==> config.mk <==
export PLATFORM = sky130hd
export DESIGN_NAME = leaf_ce_sched
export DESIGN_NICKNAME = d
export VERILOG_FILES = /design/src/rtl/leaf_ce_pkg.sv /design/src/rtl/leaf_ce_fsm.sv /design/src/rtl/leaf_ce_sched.sv
export SDC_FILE = /design/constraint.sdc
export NUM_CORES = 1
export LEC_CHECK = 0
export CAP_MARGIN = 20
export CORE_ASPECT_RATIO = 1.4
export CORE_MARGIN = 3
export CORE_UTILIZATION = 32
export DETAILED_ROUTE_END_ITERATION = 10
export DONT_BUFFER_PORTS = 1
export GPL_TIMING_DRIVEN = 0
export SYNTH_ARGS = -nofsm -noshare
export SYNTH_HDL_FRONTEND = slang
export SYNTH_HIERARCHICAL = 1
export SYNTH_SLANG_ARGS = --single-unit
==> constraint.sdc <==
create_clock -name clk -period 4.15 [get_ports clk]
set_input_delay 0.415 -clock clk [delete_from_list [all_inputs] [get_ports clk]]
set_output_delay 0.415 -clock clk [all_outputs]
set_load 0.005 [all_outputs]
==> src/rtl/leaf_ce_pkg.sv <==
// Shared state encoding and counter types for the leaf clock-enable scheduler.
package leaf_ce_pkg;

    typedef enum logic [2:0] {
        StOff,
        StPend,
        StSettle,
        StOn,
        StHold
    } leaf_state_e;

    // Wide enough for the largest hold count (255); settle counts fit as well.
    localparam int unsigned CntW = 8;
    typedef logic [CntW-1:0] leaf_cnt_t;

    // A leaf consumes budget whenever its clock enable is driven by the FSM.
    function automatic logic is_active(input leaf_state_e s);
        return s inside {StSettle, StOn, StHold};
    endfunction

endpackage

==> src/rtl/leaf_ce_fsm.sv <==
// Per-leaf request/settle/hold FSM; exposes next-state activity so the top can
// register CE and the active count in the same edge as the state change.
module leaf_ce_fsm
    import leaf_ce_pkg::*;
#(
    parameter int unsigned SETTLE_CYC = 2,
    parameter int unsigned HOLD_CYC   = 8
) (
    input  logic clk,
    input  logic rst_n,
    input  logic req,
    input  logic grant,
    output logic pend,
    output logic active_nxt,
    output logic ack
);

    localparam leaf_cnt_t SettleLoad = leaf_cnt_t'(SETTLE_CYC);
    localparam leaf_cnt_t HoldLoad   = leaf_cnt_t'(HOLD_CYC);
    localparam leaf_cnt_t CntOne     = leaf_cnt_t'(1);

    leaf_state_e state_q, state_d;
    leaf_cnt_t   cnt_q, cnt_d;
    logic        ack_q, ack_d;

    always_ff @(posedge clk or negedge rst_n) begin
        if (!rst_n) begin
            state_q <= StOff;
            cnt_q   <= '0;
            ack_q   <= 1'b0;
        end else begin
            state_q <= state_d;
            cnt_q   <= cnt_d;
            ack_q   <= ack_d;
        end
    end

    always_comb begin
        state_d = state_q;
        cnt_d   = cnt_q;
        unique case (state_q)
            StOff: begin
                if (req) begin
                    state_d = StPend;
                end
            end
            StPend: begin
                if (!req) begin
                    state_d = StOff;
                end else if (grant) begin
                    state_d = StSettle;
                    cnt_d   = SettleLoad;
                end
            end
            StSettle, StOn: begin
                if (!req) begin
                    // A zero hold time releases the leaf straight away.
                    if (HOLD_CYC == 0) begin
                        state_d = StOff;
                        cnt_d   = '0;
                    end else begin
                        state_d = StHold;
                        cnt_d   = HoldLoad;
                    end
                end else if (state_q == StSettle) begin
                    if (cnt_q <= CntOne) begin
                        state_d = StOn;
                        cnt_d   = '0;
                    end else begin
                        cnt_d = cnt_q - CntOne;
                    end
                end
            end
            StHold: begin
                if (req) begin
                    state_d = StOn;
                    cnt_d   = '0;
                end else if (cnt_q <= CntOne) begin
                    state_d = StOff;
                    cnt_d   = '0;
                end else begin
                    cnt_d = cnt_q - CntOne;
                end
            end
            default: begin
                state_d = StOff;
                cnt_d   = '0;
            end
        endcase
    end

    always_comb begin
        pend       = (state_q == StPend);
        active_nxt = is_active(state_d);
        ack_d      = (state_d == StOn);
        ack        = ack_q;
    end

endmodule

==> src/rtl/leaf_ce_sched.sv <==
// Leaf clock-enable scheduler: round-robin grants of pending leaves under an
// active-leaf budget, with a force-all override on the registered CE outputs.
module leaf_ce_sched
    import leaf_ce_pkg::*;
#(
    parameter int unsigned NUM_LEAF   = 4,
    parameter int unsigned MAX_ON     = 2,
    parameter int unsigned SETTLE_CYC = 2,
    parameter int unsigned HOLD_CYC   = 8,
    localparam int unsigned CntOutW   = $clog2(NUM_LEAF + 1)
) (
    input  logic                clk,
    input  logic                rst_n,
    input  logic [NUM_LEAF-1:0] req,
    input  logic                force_on,
    output logic [NUM_LEAF-1:0] ce,
    output logic [NUM_LEAF-1:0] ack,
    output logic [CntOutW-1:0]  on_cnt
);

    localparam int unsigned PtrW = (NUM_LEAF > 1) ? $clog2(NUM_LEAF) : 1;

    logic [NUM_LEAF-1:0] pend;
    logic [NUM_LEAF-1:0] active_nxt;
    logic [NUM_LEAF-1:0] grant;
    logic [NUM_LEAF-1:0] cand;
    logic [NUM_LEAF-1:0] ce_q, ce_d;
    logic [PtrW-1:0]     ptr_q, ptr_d;
    logic [PtrW-1:0]     gidx;
    logic [CntOutW-1:0]  on_cnt_q, on_cnt_d;
    logic                found;
    logic                budget_ok;
    int unsigned         idx;

    for (genvar i = 0; i < NUM_LEAF; i++) begin : g_leaf
        leaf_ce_fsm #(
            .SETTLE_CYC(SETTLE_CYC),
            .HOLD_CYC  (HOLD_CYC)
        ) u_fsm (
            .clk       (clk),
            .rst_n     (rst_n),
            .req       (req[i]),
            .grant     (grant[i]),
            .pend      (pend[i]),
            .active_nxt(active_nxt[i]),
            .ack       (ack[i])
        );
    end

    // Budget uses the registered count, i.e. the occupancy before this edge,
    // so a simultaneous release never makes room for a grant in the same edge.
    always_comb begin
        cand      = pend & req;
        grant     = '0;
        ptr_d     = ptr_q;
        found     = 1'b0;
        gidx      = '0;
        idx       = 0;
        budget_ok = (32'(on_cnt_q) < MAX_ON);
        for (int unsigned k = 0; k < NUM_LEAF; k++) begin
            idx = (32'(ptr_q) + k) % NUM_LEAF;
            if (!found && cand[idx]) begin
                found = 1'b1;
                gidx  = PtrW'(idx);
            end
        end
        if (found && budget_ok) begin
            grant[gidx] = 1'b1;
            ptr_d       = (32'(gidx) == NUM_LEAF - 1) ? '0 : gidx + PtrW'(1);
        end
    end

    always_comb begin
        on_cnt_d = '0;
        for (int unsigned i = 0; i < NUM_LEAF; i++) begin
            on_cnt_d = on_cnt_d + CntOutW'(active_nxt[i]);
        end
        ce_d = force_on ? '1 : active_nxt;
    end

    always_ff @(posedge clk or negedge rst_n) begin
        if (!rst_n) begin
            ptr_q    <= '0;
            on_cnt_q <= '0;
            ce_q     <= '0;
        end else begin
            ptr_q    <= ptr_d;
            on_cnt_q <= on_cnt_d;
            ce_q     <= ce_d;
        end
    end

    assign ce     = ce_q;
    assign on_cnt = on_cnt_q;

endmodule

==> summary.txt, run 1 <==
Yosys
  • FFs w/ async S/R, synth: 100%
  • EDFF count, synth: 0
  • Share of the synthesized area in the top cell type: 37.1%
  • Avg Inst Size Synth: 9.93 sq um
  • Post-Syn Area: 0.00384 sq mm
  • Synthesis Warnings: 6
  • Largest cells by area after synthesis: dfrtp_1 37%, ha_1 4.6%, nor3_1 3.6%
  • Ys flop type: dfrtp_1
  • Synthesized net count: 409
  • Post-synthesis register bit count: 57
  • Post-Synthesis Cells: 387
  • Post-synth top area cell: dfrtp_1
  • Synth top cells by count: 57 x dfrtp_1, 28 x nor3_1, 26 x a21oi_1
  • Library cells used by synthesis: 55
  • Most frequent cell after synthesis: dfrtp_1
  • Sequential-to-total area share from yosys stat: 37.1%

Place
  • GPL Wtd Cong: 0.794
  • Hpwl dp: 6.09 mm
  • Placed insts: 531
  • Worst slack, placed: 0.421 ns
  • I/O Buffers: 0

Cells and area
  • Share of cells above drive strength 1: 20.5%
  • # diodes: 0
  • Final nets: 422
  • Area Growth Syn to Fin: 13.4%
  • Non-filler instance count after layout: 548

Timing
  • Worst rel slew slack: 65.0%
  • Least-Margin Pin Slew: 0.524 ns
  • F_max: 270 MHz
  • Fin. Hold Viols: 0
  • Worst Slack Setup Final: 0.445 ns
  • Aggregate negative setup slack: 0 ns
  • Unrepaired setup endpoints after global routing: false
  • Pins Over Slew Limit: 0
  • Final setup fails: 0
  • Clk_skew: 0.00476 ns
  • Crit share post-route: 89.3%
  • Tmin final: 3.70 ns

Run status
  • Status: finished clean

Die
  • Core area: 0.0115 sq mm
  • Initial Utilization: 33.4%
  • Die height: 136 um
  • Full die area: 0.0134 sq mm
  • Io pins: 18
  • Die width: 98.6 um
  • Row count: 46

GRT
  • Initial antenna violation count: 0
  • Total GRT Usage: 13.9%
  • Pin count of the biggest net entering global routing: 58
  • Vias in the first global route: 3,103
  • First-pass GRT wire length: 14.9 mm
  • Grt ovf: 0

Critical path
  • Reg2reg setup slack: 0.45 ns
  • Critical Path Fanout Max: 10
  • CP arrival: 3.92 ns
  • Crit path launch type: register
  • Setup crit end kind: register
  • Critical Path RT: 4.37 ns
  • CP Class: reg2reg

Clock tree
  • Worst-Skew Late Latency: 0.33 ns
  • Clock Path Buffers: 2
  • Reg clk slew, reported paths: 0.05 ns
  • Clock root buffer: clkbuf_16
  • H-tree level count: 3
  • Post-CTS Setup Inserts: 0
  • CTS Sinks: 57
  • CTS tree: yes
  • CTS Buf Count: 9

Power and ir drop
  • Leak: 1.94 nW
  • Peak supply drop: 0.207 mV
  • Pwr/cell area: 830 mW/mm^2

Drt
  • Initial drt markers: 125
  • Antenna-violating nets left: 0
  • Vias per std cell: 5.66
  • Vias: 3,099
  • Final WL: 8.60 mm
  • Initial DRT Pass Iterations: 4
  • Avg WL per Cell: 15.7 um
  • Residual DRC count: 0

Run
  • Max-Cap Viols: 0

Hold path
  • Worst hold path type: in2reg
==> worst max-delay path: stages (launching register included) <==
cell	delay, ns
dfrtp_1	0.39
clkbuf_1	0.21
nor3b_1	0.49
nand2_1	0.14
o221a_2	0.29
o21ai_0	0.26
ha_1	0.20
and2_2	0.16
a31oi_2	0.12
mux2i_1	0.20
inv_1	0.09
fa_1	0.54
inv_1	0.05
ha_1	0.18
ha_1	0.27
==> final timing paths <==
path                                            start                        to  depth (start not counted)
setup reg to reg           g_leaf[2].u_fsm/state_q[2]                 on_cnt[1]                         14
setup / recovery           g_leaf[2].u_fsm/state_q[2]                 on_cnt[1]                         14
hold / removal                               force_on                     ce[0]                          1
hold reg to reg              g_leaf[2].u_fsm/cnt_q[7]  g_leaf[2].u_fsm/cnt_q[7]                          1
min in group asynchronous                       rst_n                     ce[3]                          2
max in group asynchronous                       rst_n  g_leaf[0].u_fsm/cnt_q[4]                          2
==> area by class of cell <==
type                    instances  area, sq um
fillers                      1162         7150
multi-input cells             289         2220
flip-flops and latches         57         1430
clock buffers                  12          256
well taps                     144          180
plain buffers                  20          115
inverters                      21         78.8
clock inverters                 3         40.0
repair buffers                  2         37.5
==> cells in the final DEF, fill, tap and decap left out, types with 5 or more instances in the layout <==
cell type  count
nor3b_1        8
a32o_1         5
nand2b_1       8
and2_1         5
nor2_1         8
dfrtp_1       57
clkbuf_16      9
nor3_1        28
o21ai_0        6
clkbuf_1       5
a21oi_1       26
buf_2          8
nand2_1       15
o21a_1         5
o31ai_1       17
inv_1         21
ha_1          14
buf_4          8
a21o_1         8
o21ai_1       12
o22ai_1        5
a22o_1        12
==> stage by stage <==
stage	power, mW	util [%]	hold slack (ns)	instance area, sq um
after floorplan	2.48	-	0.119	3840
after global placement	2.83	34.9	0.121	4020
after detailed placement	2.86	34.9	0.121	4020
after CTS	3.65	37.8	0.178	4360
after global routing	3.93	37.8	0.182	4360
final	3.62	37.8	0.193	4360
==> logic make-up (layout without fill, tap and decap cells) <==
logic type	count (synthesis)	after routing	synth area share (%)
AO/OA/AOI/OAI	136	136	27.6
AND/OR/NAND/NOR	129	129	22.6
flip-flops	57	57	37.1
buffers and inverters	41	58	5.05
adder cells (fa/ha/maj)	15	15	5.08
multiplexers	9	9	2.60
==> power breakdown <==
part / internal [mW] / total (mW) / leakage, nW / switching (mW)
Combinational: 0.889 / 1.97 / 1.03 / 1.08
Clock: 0.491 / 0.743 / 0.148 / 0.252
Sequential: 0.722 / 0.907 / 0.758 / 0.186
==> per-layer routing <==
metal  GRT usage, %  vias to the layer above  share of wire, %
met5              0                        -                 0
met4           7.74                        0               2.5
met3           3.19                       14               3.9
met2           23.4                       43                50
met1           16.2                     1544                43
li1               -                     1498                 -
==> sequential cells by signal, summed over array words and instances (netlist names) <==
register / count
on_cnt: 3
ptr_q: 2
ce: 4
g_leaf.u_fsm/cnt_q: 32
g_leaf.u_fsm/state_q: 12
g_leaf.u_fsm/ack: 4
==> timing repair <==
| item | in CTS | in global routing |
|---|---|---|
| endpoints found under the hold margin | 57 | 0 |
| resized for setup | 0 | 0 |
| setup endpoints to repair | 0 | 0 |
| hold buffers | 2 | 0 |
(Power assumes the default switching activity.)
==> run 2: changes to the inputs <==
CORE_UTILIZATION = 51   (was 32)
PLACE_DENSITY = 0.66   (was default)
clock period = 4.05 ns   (was 4.15 ns; I/O delays follow)
==> run 2 against run 1 <==
- cell count fell by 8.9%
- non-clock buffer count stayed put
- global-route usage is 6.8 points higher
- design area down 4.6%
- utilization is 20 points higher
- clock power is 40% lower
- register-to-register slack worse by 0.12 ns
- count of clock-buffer cells in the layout increased by 3
==> summary.txt, run 2 (synthesis gave the netlist of run 1 again) <==
Run status
  • Status: finished clean

Cells and area
  • # diodes: 0
  • Area Growth Syn to Fin: 8.14%
  • Most frequent cells in the layout: 57 x dfrtp_1, 28 x nor3_1, 26 x a21oi_1, 21 x inv_1, 17 x o31ai_1
  • Share of cells above drive strength 1: 19.6%
  • Commonest non-fill, non-tap cell in the layout: dfrtp_1
  • Final nets: 422
  • Regs by FF count: g_leaf.u_fsm/cnt_q x32, g_leaf.u_fsm/state_q x12
  • Largest Register: g_leaf.u_fsm/cnt_q
  • Largest register FFs: 32

Critical path
  • CP Cell Sequence: clkbuf_1 > nor3b_1 > nand2_1 > o221a_2 > o21ai_0 > ha_1 > and2_2 > a31oi_2 > mux2i_1 > inv_1 > fa_1 > inv_1 > ha_1 > ha_1
  • Critical Path RT: 4.27 ns
  • CP max-delay cell: fa_1
  • Crit path launch type: register
  • Most common cell on crit path: ha_1
  • CP Class: reg2reg
  • CP max stage delay: 0.55 ns
  • Critical Path Fanout Max: 10
  • CP arrival: 3.95 ns
  • CP delay by family, top: adder cells
  • WP depth: 14
  • Crit path buf inv count: 3
  • Setup crit end kind: register
  • Worst r2r path cells: 14

Drt
  • Antenna-violating nets left: 0
  • Final WL: 8.12 mm
  • Avg WL per Cell: 16.3 um
  • Initial DRT Pass Iterations: 6
  • Residual DRC count: 0
  • Vias per std cell: 6.06
  • Vias: 3,022
  • Initial drt markers: 107

Power and ir drop
  • Power share of the combinational group: 59.4%
  • Switch share: 44.4%
  • Leak: 1.86 nW
  • Peak supply drop: 0.343 mV
  • Psw: 1.50 mW
  • Internal power: 1.89 mW
  • Clock share of power: 13.2%
  • Pwr/cell area: 815 mW/mm^2
  • Share of total power in sequential cells: 27.4%

Clock tree
  • CTS tree: yes
  • Clock root buffer: clkbuf_8
  • Reg clk slew, reported paths: 0.06 ns
  • Worst-Skew Late Latency: 0.34 ns
  • Clock Path Buffers: 2
  • CTS Sinks: 57
  • H-tree level count: 3
  • CTS Buf Count: 9

GRT
  • First-pass GRT wire length: 13.9 mm
  • Vias in the first global route: 2,995
  • Initial antenna violation count: 0
  • Total GRT Usage: 20.7%
  • Pin count of the biggest net entering global routing: 58
  • Grt ovf: 0

Hold path
  • Worst hold path type: in2reg
  • Worst hold path cell count: 1

Timing
  • Least-Margin Pin Slew: 0.541 ns
  • Tmin final: 3.73 ns
  • Unrepaired setup endpoints after global routing: false
  • Clk_skew: 0.00470 ns
  • Worst rel slew slack: 63.9%
  • Final setup fails: 0
  • Fin. Hold Viols: 0
  • Crit share post-route: 92.1%
  • Aggregate negative setup slack: 0 ns
  • Worst Slack Setup Final: 0.321 ns
  • Pins Over Slew Limit: 0
  • F_max: 268 MHz

Die
  • Core area: 0.00716 sq mm
  • Full die area: 0.00863 sq mm
  • Row count: 36
  • Initial Utilization: 53.7%
  • Die height: 109 um
  • Die width: 79.4 um
  • Io pins: 18

Place
  • I/O Buffers: 0
  • Worst slack, placed: 0.325 ns
  • GPL Wtd Cong: 0.798
  • Hpwl dp: 5.78 mm

Run
  • Max-Cap Viols: 0
## run 2: cell count changes in the layout (fill, tap and decap cells not counted), sizes merged
cell | before | now
clkbuf | 16 | 19
clkinv | 2 | 0
bufinv | 1 | 0
## run 2: final timing paths
| kind | startpoint | endpoint | slack (ns) |
|---|---|---|---|
| worst max register to register | g_leaf[2].u_fsm/state_q[2] | on_cnt[1] | 0.32 |
| max in group asynchronous | rst_n | g_leaf[2].u_fsm/ack | 3.21 |
| worst max-delay path | g_leaf[2].u_fsm/state_q[2] | on_cnt[1] | 0.32 |
| worst min-delay path | force_on | ce[1] | 0.17 |
| min in group asynchronous | rst_n | g_leaf[0].u_fsm/cnt_q[3] | 0.60 |
| worst min register to register | g_leaf[2].u_fsm/cnt_q[7] | g_leaf[2].u_fsm/cnt_q[7] | 0.51 |
## run 2: power groups by stage
stage               clock (mW)  sequential, mW  combinational [mW]
detailed placement           0           0.934                1.99
CTS                      0.465           0.926                2.02
global route             0.489           0.955                2.24
floorplan                    0           0.886                1.65
finish                   0.448           0.928                2.01
global placement             0           0.928                1.96
## run 2: stage by stage
stage	cell area, sq um	instances	power [mW]	hold WS (ns)	util [%]
5_1_grt	4160	499	3.69	0.155	58.0
3_5_place_dp	3960	482	2.92	0.111	55.3
4_1_cts	4160	499	3.41	0.149	58.0
2_1_floorplan	3840	387	2.54	0.109	-
3_3_place_gp	3960	482	2.89	0.111	55.3
6_report	4160	499	3.39	0.169	58.0
## run 2: area by class of cell
| class | count | area, sq um |
|---|---|---|
| fill | 631 | 3010 |
| multi-input combinational | 289 | 2220 |
| inverter | 21 | 78.8 |
| buffer | 20 | 115 |
| tap | 95 | 119 |
| sequential | 57 | 1430 |
| timing repair buffer | 2 | 37.5 |
| clock buffer | 15 | 156 |
## run 2: worst register-to-register path, delay by kind of cell (launching register included)
kind                     cells  cell delay [ns]
buffers and inverters        3             0.35
AND/OR/NAND/NOR              3             0.82
AO/OA/AOI/OAI                3             0.70
adder cells (fa/ha/maj)      4             1.18
flip-flops                   1             0.38
multiplexers                 1             0.19
## run 2: what timing repair did
action	in CTS	in global routing
gates resized for setup	0	0
hold buffers	2	0
endpoints found under the hold margin	57	0
setup buffers	0	0
## run 2: metal layers
layer	GRT usage [%]	share of wire, %	vias up
li1	-	-	1485
met3	4.79	3.6	16
met5	0	0	-
met2	34.6	48	39
met1	24.6	45	1482
met4	10.9	2.6	0
==> run 3: changes to the inputs <==
CAP_MARGIN = default   (was 20)
PLACE_DENSITY = 0.67   (was 0.66)
==> run 3 against run 2 <==
- routed wire length shrank 1.6%
- largest power group unchanged
- critical path depth unchanged
- non-clock buffer count unchanged
- design area grew 0.42%
- fmax about the same
- global-route usage decreased by 0.12 points
- largest cell class unchanged
- clock power rose by 6.7%
- sequential cell count unchanged
- sequential share of layout area fell by 0.14 points
- count of clock-buffer cells in the layout down 2
==> summary.txt, run 3 (synthesis gave the netlist of run 1 again) <==
Run status
  • Status: finished clean

Power and ir drop
  • Pwr/cell area: 819 mW/mm^2
  • Leak: 1.88 nW
  • Share of total power in sequential cells: 27.1%
  • Psw: 1.51 mW
  • Peak supply drop: 0.354 mV
  • Internal power: 1.90 mW
  • Power share of the combinational group: 58.9%
  • Clock share of power: 14.0%
  • Switch share: 44.3%

Cells and area
  • Most frequent cells in the layout: 57 x dfrtp_1, 28 x nor3_1, 26 x a21oi_1, 21 x inv_1, 17 x o31ai_1
  • Regs by FF count: g_leaf.u_fsm/cnt_q x32, g_leaf.u_fsm/state_q x12
  • Area Growth Syn to Fin: 8.60%
  • Commonest non-fill, non-tap cell in the layout: dfrtp_1
  • # diodes: 0
  • Final nets: 422
  • Share of cells above drive strength 1: 20.5%
  • Largest Register: g_leaf.u_fsm/cnt_q
  • Largest register FFs: 32

GRT
  • Grt ovf: 0
  • Total GRT Usage: 20.6%
  • Pin count of the biggest net entering global routing: 58
  • Vias in the first global route: 2,928
  • Initial antenna violation count: 0
  • First-pass GRT wire length: 13.9 mm

Clock tree
  • H-tree level count: 3
  • CTS Buf Count: 9
  • CTS tree: yes
  • Reg clk slew, reported paths: 0.06 ns
  • Post_cts resized: 0
  • CTS Sinks: 57
  • Worst-Skew Late Latency: 0.34 ns
  • Clock Path Buffers: 2
  • Clock root buffer: clkbuf_8

Timing
  • Tmin final: 3.73 ns
  • F_max: 268 MHz
  • Final setup fails: 0
  • Pins Over Slew Limit: 0
  • Clk_skew: 0.00482 ns
  • Least-Margin Pin Slew: 0.500 ns
  • Worst Slack Setup Final: 0.320 ns
  • Aggregate negative setup slack: 0 ns
  • Worst rel slew slack: 66.6%
  • Crit share post-route: 92.1%
  • Fin. Hold Viols: 0
  • Unrepaired setup endpoints after global routing: false

Critical path
  • CP delay by family, top: adder cells
  • Critical Path Fanout Max: 10
  • Crit path buf inv count: 3
  • CP max stage delay: 0.57 ns
  • Crit path launch type: register
  • CP Cell Sequence: clkbuf_1 > nor3b_1 > nand2_1 > o221a_2 > o21ai_0 > ha_1 > and2_2 > a31oi_2 > mux2i_1 > inv_1 > fa_1 > inv_1 > ha_1 > ha_1
  • Most common cell on crit path: ha_1
  • Reg2reg setup slack: 0.32 ns
  • CP arrival: 3.96 ns
  • Critical Path RT: 4.28 ns
  • CP Class: reg2reg
  • CP max-delay cell: fa_1
  • Setup crit end kind: register

Die
  • Die height: 109 um
  • Initial Utilization: 53.7%
  • Core area: 0.00716 sq mm
  • Full die area: 0.00863 sq mm
  • Row count: 36
  • Die width: 79.4 um
  • Io pins: 18

Drt
  • Vias: 2,981
  • Antenna-violating nets left: 0
  • Vias per std cell: 5.96
  • Residual DRC count: 0
  • Avg WL per Cell: 16.0 um
  • Initial DRT Pass Iterations: 4
  • Initial drt markers: 160
  • Final WL: 7.99 mm

Place
  • Hpwl dp: 5.61 mm
  • I/O Buffers: 0
  • GPL Wtd Cong: 0.819
  • Worst slack, placed: 0.341 ns

Run
  • Max-Cap Viols: 0

Hold path
  • Worst hold path type: in2reg
## run 3: power by group through the flow
stage	clock [mW]	sequential, mW	combinational [mW]
finish	0.478	0.925	2.01
global route	0.526	0.955	2.25
detailed placement	0	0.932	1.98
floorplan	0	0.886	1.65
global placement	0	0.926	1.96
CTS	0.500	0.924	2.02
## run 3: per-stage QoR
stage / power, mW / hold WS (ns) / cell area (sq um) / cells / util (%)
finish: 3.42 / 0.170 / 4170 / 500 / 58.3
global route: 3.73 / 0.144 / 4170 / 500 / 58.3
CTS: 3.44 / 0.141 / 4170 / 500 / 58.3
detailed placement: 2.91 / 0.111 / 3960 / 482 / 55.3
global placement: 2.89 / 0.111 / 3960 / 482 / 55.3
floorplan: 2.54 / 0.109 / 3840 / 387 / -
## run 3: worst paths after layout
kind	start	to	cells past startpoint
max in group asynchronous	rst_n	g_leaf[0].u_fsm/cnt_q[6]	2
min	force_on	ce[1]	1
max reg2reg	g_leaf[2].u_fsm/state_q[2]	on_cnt[1]	14
min reg2reg	g_leaf[2].u_fsm/cnt_q[7]	g_leaf[2].u_fsm/cnt_q[7]	1
max	g_leaf[2].u_fsm/state_q[2]	on_cnt[1]	14
min in group asynchronous	rst_n	g_leaf[3].u_fsm/state_q[1]	2
## run 3: layout make-up
type / count / area [sq um]
fillers: 624 / 2990
multi-input cells: 289 / 2220
flip-flops and latches: 57 / 1430
clock buffers: 13 / 159
well taps: 95 / 119
plain buffers: 20 / 115
inverters: 21 / 78.8
repair buffers: 2 / 37.5
clock inverters: 3 / 15.0
## run 3: repair_timing
item	in CTS	in global routing
hold buffers	2	0
buffers inserted	0	0
hold endpoints to repair	57	0
## run 3: layer usage
metal	routed length [um]	global-route usage (%)	vias up
met5	0	0	-
met4	121	7.86	0
met3	334	6.78	6
met2	3940	33.4	45
met1	3590	25.5	1449
li1	-	-	1481
